$ cat config.mk
export PLATFORM = sky130hd
export DESIGN_NAME = point_tx
export DESIGN_NICKNAME = d
export VERILOG_FILES = /design/src/rtl/vector_pkg.sv /design/src/rtl/uart_tx_byte.sv /design/src/rtl/point_tx.sv
export SDC_FILE = /design/constraint.sdc
export NUM_CORES = 1
export LEC_CHECK = 0
export CAP_MARGIN = 40
export CELL_PAD_IN_SITES_DETAIL_PLACEMENT = 2
export CELL_PAD_IN_SITES_GLOBAL_PLACEMENT = 2
export CORE_MARGIN = 2
export CORE_UTILIZATION = 25
export CTS_CLUSTER_SIZE = 8
export DETAILED_ROUTE_END_ITERATION = 6
export PLACE_DENSITY = 0.67
export SETUP_SLACK_MARGIN = 0.05
export SLEW_MARGIN = 10
export SYNTH_ARGS = -nofsm -noshare
export SYNTH_HDL_FRONTEND = slang
export SYNTH_HIERARCHICAL = 1
export SYNTH_SLANG_ARGS = --single-unit
$ cat constraint.sdc
create_clock -name clk -period 3.6 [get_ports clk]
set_input_delay 0.36 -clock clk [delete_from_list [all_inputs] [get_ports clk]]
set_output_delay 0.36 -clock clk [all_outputs]
set_load 0.02 [all_outputs]
$ cat src/rtl/vector_pkg.sv
// ----------------------------------------------------------------------------
// vector_pkg
//   Shared definitions for the vector point-stream link, used by both the
//   transmit encoder (point_tx) and the point receive buffer.
//
//   point_t     : one 25-bit vector point {draw, x[11:0], y[11:0]}
//   POINT_BYTES : bytes per point on the wire
//   EOF_BYTE    : end-of-frame marker byte (sent POINT_BYTES times)
//   pack_point  : point -> 32-bit wire word {7'b0, point}
//   word_byte   : byte idx of a wire word, MSB-first (idx 0 = bits 31:24)
//   xor_bytes   : XOR of the four bytes of a wire word
// ----------------------------------------------------------------------------
package vector_pkg;

  typedef struct packed {
    logic        draw;  // 1 = draw to (x, y), 0 = jump to (x, y)
    logic [11:0] x;
    logic [11:0] y;
  } point_t;

  localparam int         POINT_BYTES = 4;
  localparam logic [7:0] EOF_BYTE    = 8'hFF;

  // Byte 0 of a packed point is at most 8'h01, so a run of EOF_BYTE can
  // never be mistaken for point data by the receiver.
  function automatic logic [31:0] pack_point(input point_t p);
    return {7'b0, p};
  endfunction

  function automatic logic [7:0] word_byte(input logic [31:0] w,
                                           input logic [1:0]  idx);
    logic [7:0] b;
    case (idx)
      2'd0:    b = w[31:24];
      2'd1:    b = w[23:16];
      2'd2:    b = w[15:8];
      default: b = w[7:0];
    endcase
    return b;
  endfunction

  function automatic logic [7:0] xor_bytes(input logic [31:0] w);
    return w[31:24] ^ w[23:16] ^ w[15:8] ^ w[7:0];
  endfunction

endpackage

$ cat src/rtl/uart_tx_byte.sv
// ----------------------------------------------------------------------------
// uart_tx_byte
//   8N1 UART byte serialiser: start bit (0), data bits 0..7 LSB first,
//   stop bit (1). Every bit is held exactly CLKS_PER_BIT cycles. A new byte
//   may be started in the final cycle of the previous stop bit, so that
//   consecutive bytes are contiguous on the line.
//
//   Parameters : CLKS_PER_BIT - clock cycles per bit (>= 2)
//   Ports      : clk, reset_n (async, active-low)
//                start    - load data and begin a byte (honoured when idle
//                           or in the final stop-bit cycle)
//                data     - byte to send
//                tx       - registered UART line, idle high
//                busy     - a byte is on the line
//                pre_done - one cycle before the final stop-bit cycle
//                done     - final cycle of the stop bit
// ----------------------------------------------------------------------------
module uart_tx_byte #(
  parameter int CLKS_PER_BIT = 104
) (
  input  logic       clk,
  input  logic       reset_n,
  input  logic       start,
  input  logic [7:0] data,
  output logic       tx,
  output logic       busy,
  output logic       pre_done,
  output logic       done
);

  localparam int             CW        = (CLKS_PER_BIT > 2) ? $clog2(CLKS_PER_BIT) : 1;
  localparam logic [CW-1:0]  BAUD_LAST = CW'(CLKS_PER_BIT - 1);
  localparam logic [CW-1:0]  BAUD_PRE  = CW'(CLKS_PER_BIT - 2);
  localparam logic [3:0]     BIT_STOP  = 4'd9;

  logic          active_q, active_d;
  logic [3:0]    bit_q,    bit_d;     // 0 = start, 1..8 = data, 9 = stop
  logic [CW-1:0] baud_q,   baud_d;
  logic [7:0]    shift_q,  shift_d;
  logic          tx_q,     tx_d;
  logic          load;

  assign done     = active_q && (bit_q == BIT_STOP) && (baud_q == BAUD_LAST);
  assign pre_done = active_q && (bit_q == BIT_STOP) && (baud_q == BAUD_PRE);
  assign busy     = active_q;
  assign tx       = tx_q;
  assign load     = start && (!active_q || done);

  always_comb begin
    // NOTE: every signal assigned here gets a default first so that no path
    // leaves it unassigned, which would otherwise infer a latch.
    active_d = active_q;
    bit_d    = bit_q;
    baud_d   = baud_q;
    shift_d  = shift_q;
    tx_d     = tx_q;

    if (load) begin
      active_d = 1'b1;
      bit_d    = 4'd0;
      baud_d   = '0;
      shift_d  = data;
      tx_d     = 1'b0;
    end else if (active_q) begin
      if (baud_q == BAUD_LAST) begin
        baud_d = '0;
        if (bit_q == BIT_STOP) begin
          active_d = 1'b0;
          tx_d     = 1'b1;
        end else begin
          bit_d = bit_q + 4'd1;
          if (bit_q == 4'd8) begin
            tx_d = 1'b1;                     // entering the stop bit
          end else begin
            tx_d    = shift_q[0];            // next data bit, LSB first
            shift_d = {1'b0, shift_q[7:1]};
          end
        end
      end else begin
        baud_d = baud_q + 1'b1;
      end
    end
  end

  // NOTE: sequential state uses non-blocking assignments so all flops update
  // together on the edge regardless of statement order.
  always_ff @(posedge clk or negedge reset_n) begin
    if (!reset_n) begin
      active_q <= 1'b0;
      bit_q    <= 4'd0;
      baud_q   <= '0;
      shift_q  <= 8'd0;
      tx_q     <= 1'b1;                      // line idles high, even mid-byte
    end else begin
      active_q <= active_d;
      bit_q    <= bit_d;
      baud_q   <= baud_d;
      shift_q  <= shift_d;
      tx_q     <= tx_d;
    end
  end

endmodule

$ cat src/rtl/point_tx.sv
// ----------------------------------------------------------------------------
// point_tx
//   Serialises 25-bit vector points into UART bytes using the point-stream
//   framing: each point is sent as the 32-bit word {7'b0, point}, MSB-first
//   (4 bytes). After a point flagged last, four EOF_BYTE marker bytes close
//   the frame.
//
//   Optional feature (macro POINT_TX_CHECKSUM_EN): a running 8-bit XOR of all
//   point bytes of the frame is appended as one byte after the marker and then
//   cleared. Without the macro there is no checksum state or register.
//
//   Parameters : CLKS_PER_BIT - clock cycles per UART bit (>= 2)
//   Ports      : clk, reset_n (async, active-low)
//                in_valid / in_ready - point handshake
//                in_point            - {draw, x[11:0], y[11:0]}
//                in_last             - point closes the frame
//                tx                  - UART line, 8N1, idle high
//                busy                - frame bytes in flight or queued
//                frame_done          - one-cycle pulse at frame end
// ----------------------------------------------------------------------------
module point_tx
  import vector_pkg::*;
#(
  parameter int CLKS_PER_BIT = 104
) (
  input  logic        clk,
  input  logic        reset_n,
  input  logic        in_valid,
  output logic        in_ready,
  input  logic [24:0] in_point,
  input  logic        in_last,
  output logic        tx,
  output logic        busy,
  output logic        frame_done
);

  localparam logic [1:0] S_IDLE  = 2'd0;
  localparam logic [1:0] S_POINT = 2'd1;
  localparam logic [1:0] S_MARK  = 2'd2;
`ifdef POINT_TX_CHECKSUM_EN
  localparam logic [1:0] S_CSUM  = 2'd3;
`endif

  logic [1:0] state_q,      state_d;
  logic [1:0] idx_q,        idx_d;        // byte index within POINT / MARK
  point_t     point_q,      point_d;
  logic       last_q,       last_d;
  logic       ready_en_q,   ready_en_d;   // holds in_ready low until after reset
  logic       frame_done_q, frame_done_d;
`ifdef POINT_TX_CHECKSUM_EN
  logic [7:0] csum_q,       csum_d;
`endif

  logic       accept;
  logic       uart_start;
  logic [7:0] uart_data;
  logic       uart_busy;
  logic       uart_pre_done;
  logic       uart_done;

  assign in_ready   = ready_en_q && (state_q == S_IDLE);
  assign accept     = in_valid && in_ready;
  assign busy       = (state_q != S_IDLE);
  assign frame_done = frame_done_q;

  // The byte index advances one cycle before the current stop bit ends, so
  // the next byte is queued into the serialiser in that stop bit's final
  // cycle (contiguous bytes), and the return to IDLE leaves exactly one idle
  // line cycle before a back-to-back point's start bit.
  assign uart_start = (state_q != S_IDLE) && (!uart_busy || uart_done);

  always_comb begin
    uart_data = 8'h00;
    case (state_q)
      S_POINT: uart_data = word_byte(pack_point(point_q), idx_q);
      S_MARK:  uart_data = EOF_BYTE;
`ifdef POINT_TX_CHECKSUM_EN
      S_CSUM:  uart_data = csum_q;
`endif
      default: uart_data = 8'h00;
    endcase
  end

  always_comb begin
    state_d      = state_q;
    idx_d        = idx_q;
    point_d      = point_q;
    last_d       = last_q;
    ready_en_d   = 1'b1;
    frame_done_d = 1'b0;
`ifdef POINT_TX_CHECKSUM_EN
    csum_d       = csum_q;
`endif

    case (state_q)
      S_IDLE: begin
        if (accept) begin
          point_d = in_point;
          last_d  = in_last;
          idx_d   = 2'd0;
          state_d = S_POINT;
`ifdef POINT_TX_CHECKSUM_EN
          csum_d  = csum_q ^ xor_bytes(pack_point(in_point));
`endif
        end
      end
      S_POINT: begin
        if (uart_pre_done) begin
          if (idx_q == 2'(POINT_BYTES - 1)) begin
            idx_d   = 2'd0;
            state_d = last_q ? S_MARK : S_IDLE;
          end else begin
            idx_d = idx_q + 2'd1;
          end
        end
      end
      S_MARK: begin
        if (uart_pre_done) begin
          if (idx_q == 2'(POINT_BYTES - 1)) begin
            idx_d = 2'd0;
`ifdef POINT_TX_CHECKSUM_EN
            state_d = S_CSUM;
`else
            state_d      = S_IDLE;
            frame_done_d = 1'b1;
`endif
          end else begin
            idx_d = idx_q + 2'd1;
          end
        end
      end
`ifdef POINT_TX_CHECKSUM_EN
      S_CSUM: begin
        if (uart_pre_done) begin
          state_d      = S_IDLE;
          frame_done_d = 1'b1;
          csum_d       = 8'h00;
        end
      end
`endif
      default: state_d = S_IDLE;
    endcase
  end

  always_ff @(posedge clk or negedge reset_n) begin
    if (!reset_n) begin
      state_q      <= S_IDLE;
      idx_q        <= 2'd0;
      point_q      <= '0;
      last_q       <= 1'b0;
      ready_en_q   <= 1'b0;
      frame_done_q <= 1'b0;
`ifdef POINT_TX_CHECKSUM_EN
      csum_q       <= 8'h00;
`endif
    end else begin
      state_q      <= state_d;
      idx_q        <= idx_d;
      point_q      <= point_d;
      last_q       <= last_d;
      ready_en_q   <= ready_en_d;
      frame_done_q <= frame_done_d;
`ifdef POINT_TX_CHECKSUM_EN
      csum_q       <= csum_d;
`endif
    end
  end

  uart_tx_byte #(
    .CLKS_PER_BIT (CLKS_PER_BIT)
  ) u_uart (
    .clk      (clk),
    .reset_n  (reset_n),
    .start    (uart_start),
    .data     (uart_data),
    .tx       (tx),
    .busy     (uart_busy),
    .pre_done (uart_pre_done),
    .done     (uart_done)
  );

endmodule

==> summary.md <==
| Metric | Value |
|---|---|
| Count of buffers from port buffering | 32 |
| DRC marker count from the first detailed-route iteration | 105 |
| Dominant cell type by count on the critical path | a21oi_1 |
| Critical path data arrival time | 2.84 ns |
| Post-DP HPWL | 5460 µm |
| Global-route congestion overflow total | 0 |
| Number of instances resized during post-cts repair | 0 |
| CTS HTree Levels | 2 |
| Required @ worst endpoint | 3.83 ns |
| Register bit total from synthesis | 53 |
| Later-pin clock latency in the skew report | 0.30 ns |
| Endpoint class of the critical path | flop |
| Initial standard-cell utilization of the core | 25.5% |
| Type of element launching the critical path | flop |
| Die Y-Extent | 112 µm |
| Post-CTS Repair Setup Buffers | 0 |
| Placed instance count | 424 |
| Synth top area share | 44.8% |
| Top_reg_cell synth | dfrtp_1 |
| Leakage | 1.54 nW |
| Transition time of the tightest slew-check pin | 0.713 ns |
| Final net count | 330 |
| Cell area after technology mapping | 2900 µm² |
| CTS tree | built |
| Synthesized netlist cell count | 257 |
| Launch point of the worst reg-to-reg path | u_uart/baud_q[1] |
| Clk slew on worst S/H paths | 0.08 ns |
| Number of enable-type register cells in the synthesized netlist | 0 |
| Via count of the first global-routing pass | 2,338 |
| Finished layout cell area | 3500 µm² |
| Synth top area cells | dfrtp_1 45%, mux2_2 6.6%, ha_1 5.6%, mux2_4 5.2%, nor3_1 2.6% |
| Clk_skew | 0.00830 ns |
| Die Outline Area | 12,500 µm² |
| Endpoints failing setup | 0 |
| Area of combinational cells with multiple inputs | 1450 µm² |
| Worst setup path category | reg -> reg |
| Crit Reg-Reg Endpoint | u_uart/bit_q[3] |
| I/O pins | 33 |
| Area occupied by registers | 1330 µm² |
| Setup TNS | 0 ns |
| Cell breakdown of the critical path | ha_1 -> and4b_4 -> nand2_1 -> nor2_1 -> inv_1 -> a21oi_1 -> buf_4 -> or2_2 -> nand4_4 -> or3_1 -> a21oi_1 |
| DRC | 0 |
| Period utilization | 72.5% |
| Part of the Yosys area used for sequential elements | 45.7% |
| Outcome | completed |
| Cell area after placement | 3350 µm² |
| Initial antenna violation count | 0 |
| Setup repair after global routing missed its margin | no |
| Async SR Flop Fraction | 100% |
| Synth Area per Inst | 11.3 µm² |
| Detailed-route via count | 2,113 |
| First-pass GRT wire length | 12,700 µm |
| Final critical-path required period | 2.61 ns |
| Final count of hold timing violations | 0 |
| Global placement routability congestion | 0.730 |
| Post-detailed-routing wire length | 7470 µm |
| Maximum clock frequency | 383 MHz |
| Number of buffers created by CTS | 5 |
| Number of cell rows | 39 |
| Number of routed nets with antenna violations | 0 |
| Non-filler cells, final | 432 |
| Worst IR drop on VDD | 146 µV |
| Antenna Diode Count | 0 |
| Min-delay worst type | in -> async |
| Count of warnings emitted by yosys | 6 |
| Cell count of the worst reg-to-reg path | 11 |
| Clock tree root driver cell | clkbuf_16 |
| Yosys top cell by area | dfrtp_1 |
| Max Buffers Root-to-Sink | 2 |
| Routed length per instance | 17.3 µm |
| Signed area change from the synthesized netlist to the final layout | 20.6% |
| Number of distinct library cell variants in the gate-level netlist after synthesis | 53 |
| Cell Pwr Density | 323 nW/µm² |
| Die X | 112 µm |
| Largest net degree at the start of global routing | 31 |
| Largest driver fanout on the critical path | 8 |
| Vias/cell | 4.89 |
| Fill cell count | 1,221 |
| Slowest stage delay, CP | 0.40 ns |
| Placeable core area | 11,400 µm² |
| Cell type of the slowest stage on the worst timing path | dfrtp_1 |
| MaxCap Viol Count | 0 |
| FF-to-FF setup slack | 0.99 ns |
| Tightest slew margin relative to the limit | 52.4% |
| Total of hold buffers inserted after clock tree synthesis | 0 |
| Drt first pass iters | 4 |
| Pins over their slew limit | 0 |
| Number of nets produced by synthesis | 299 |
| GRT Resource Usage Total | 12.9% |
| Fraction of final layout cells sized beyond drive strength 1 | 19.4% |
| Clk sink count | 53 |
## cell usage after synthesis (2+ instances only)
master and number:
buf_2 7, xnor2_1 3, o22ai_1 3, and3_1 3
mux2_4 10, buf_6 2, a21oi_1 6, a31oi_1 5
a221o_1 4, or3_1 2, nor3_1 15, o2111ai_1 2
nand3_1 9, mux2i_1 2, xor2_1 3, or2_2 3
nor2b_1 8, a221oi_1 8, o21a_1 8, nand2_1 9
inv_1 15, clkbuf_1 2, ha_1 13, nor2_1 10
o21ai_0 10, dfrtp_1 52, mux2_2 17
## logic make-up after synthesis
kind of cell | count (synthesis) | synth area share (%)
simple gates | 71 | 14.5
other cells | 1 | 0.129
buf+inv | 26 | 4.18
fa+ha+maj | 13 | 5.60
mux | 30 | 12.8
flops | 53 | 45.7
xor+xnor | 6 | 1.81
compound gates | 57 | 15.2
## where the power goes
part | switching, mW | internal (mW)
sequential | 0.000381 | 0.595
combinational | 0.0172 | 0.0269
clock | 0.233 | 0.260
total | 0.250 | 0.882
## metrics by stage
step,util (%),power (mW),hold WS [ns],setup slack (ns)
after floorplan,-,0.608,0.0644,1.33
after global placement,29.5,0.652,0.439,1.14
after detailed placement,29.5,0.653,0.464,1.01
after CTS,30.8,1.16,0.134,0.962
after global routing,30.8,1.18,0.158,0.771
final,30.8,1.13,0.104,0.989
## cell type report
cell class / instances / share of cell area, %
repair buffers: 35 / 9.65
multi-input cells: 178 / 41.5
inverters: 15 / 1.61
clock inverters: 3 / 0.643
flip-flops and latches: 53 / 37.9
well taps: 143 / 5.11
clock buffers: 5 / 3.57
## worst max-delay path: cells and delay by family, from the launching register on
| family | cells | cell delay, ns |
|---|---|---|
| adders and majority gates | 1 | 0.28 |
| AOI/OAI and AO/OA | 2 | 0.32 |
| DFF | 1 | 0.40 |
| buffers and inverters | 2 | 0.25 |
| and+or+nand+nor | 6 | 1.28 |
## placed cells by master (no fill, tap or decap), types with 9 or more instances in the layout
cell	instances
dfrtp_1	52
clkdlybuf4s50_1	31
mux2_2	17
inv_1	15
nor3_1	15
ha_1	13
mux2_4	10
nor2_1	10
o21ai_0	10
nand2_1	9
nand3_1	9
## sequential cells by signal, summed over array words and instances (netlist names)
name,flops
ready_en_q,1
u_uart/busy,1
u_uart/baud_q,7
u_uart/tx,1
u_uart/bit_q,4
u_uart/shift_q,8
last_q,1
frame_done,1
idx_q,2
point_q,25
state_q,2
## layer usage
metal	GRT usage, %	part of all wire, %	wire [µm]	vias to the layer above
met5	0	0	0	-
met4	3.95	1.1	80	0
met3	2.12	1.7	129	4
met2	21.2	51	3780	22
met1	17.3	47	3480	1100
li1	-	-	-	987
## worst max path at each step
| stage | cells after the start | slack (ns) | to | start |
|---|---|---|---|---|
| detailed placement | 11 | 1.01 | u_uart/bit_q[3] | u_uart/baud_q[1] |
| finish | 11 | 0.99 | u_uart/bit_q[3] | u_uart/baud_q[1] |
| floorplan | 11 | 1.33 | u_uart/bit_q[3] | u_uart/baud_q[1] |
| CTS | 11 | 0.96 | u_uart/bit_q[3] | u_uart/baud_q[1] |
| global placement | 11 | 1.14 | u_uart/bit_q[3] | u_uart/baud_q[1] |
| global route | 11 | 0.77 | u_uart/bit_q[3] | u_uart/baud_q[1] |
No activity file was read; power rests on OpenSTA's default activity.
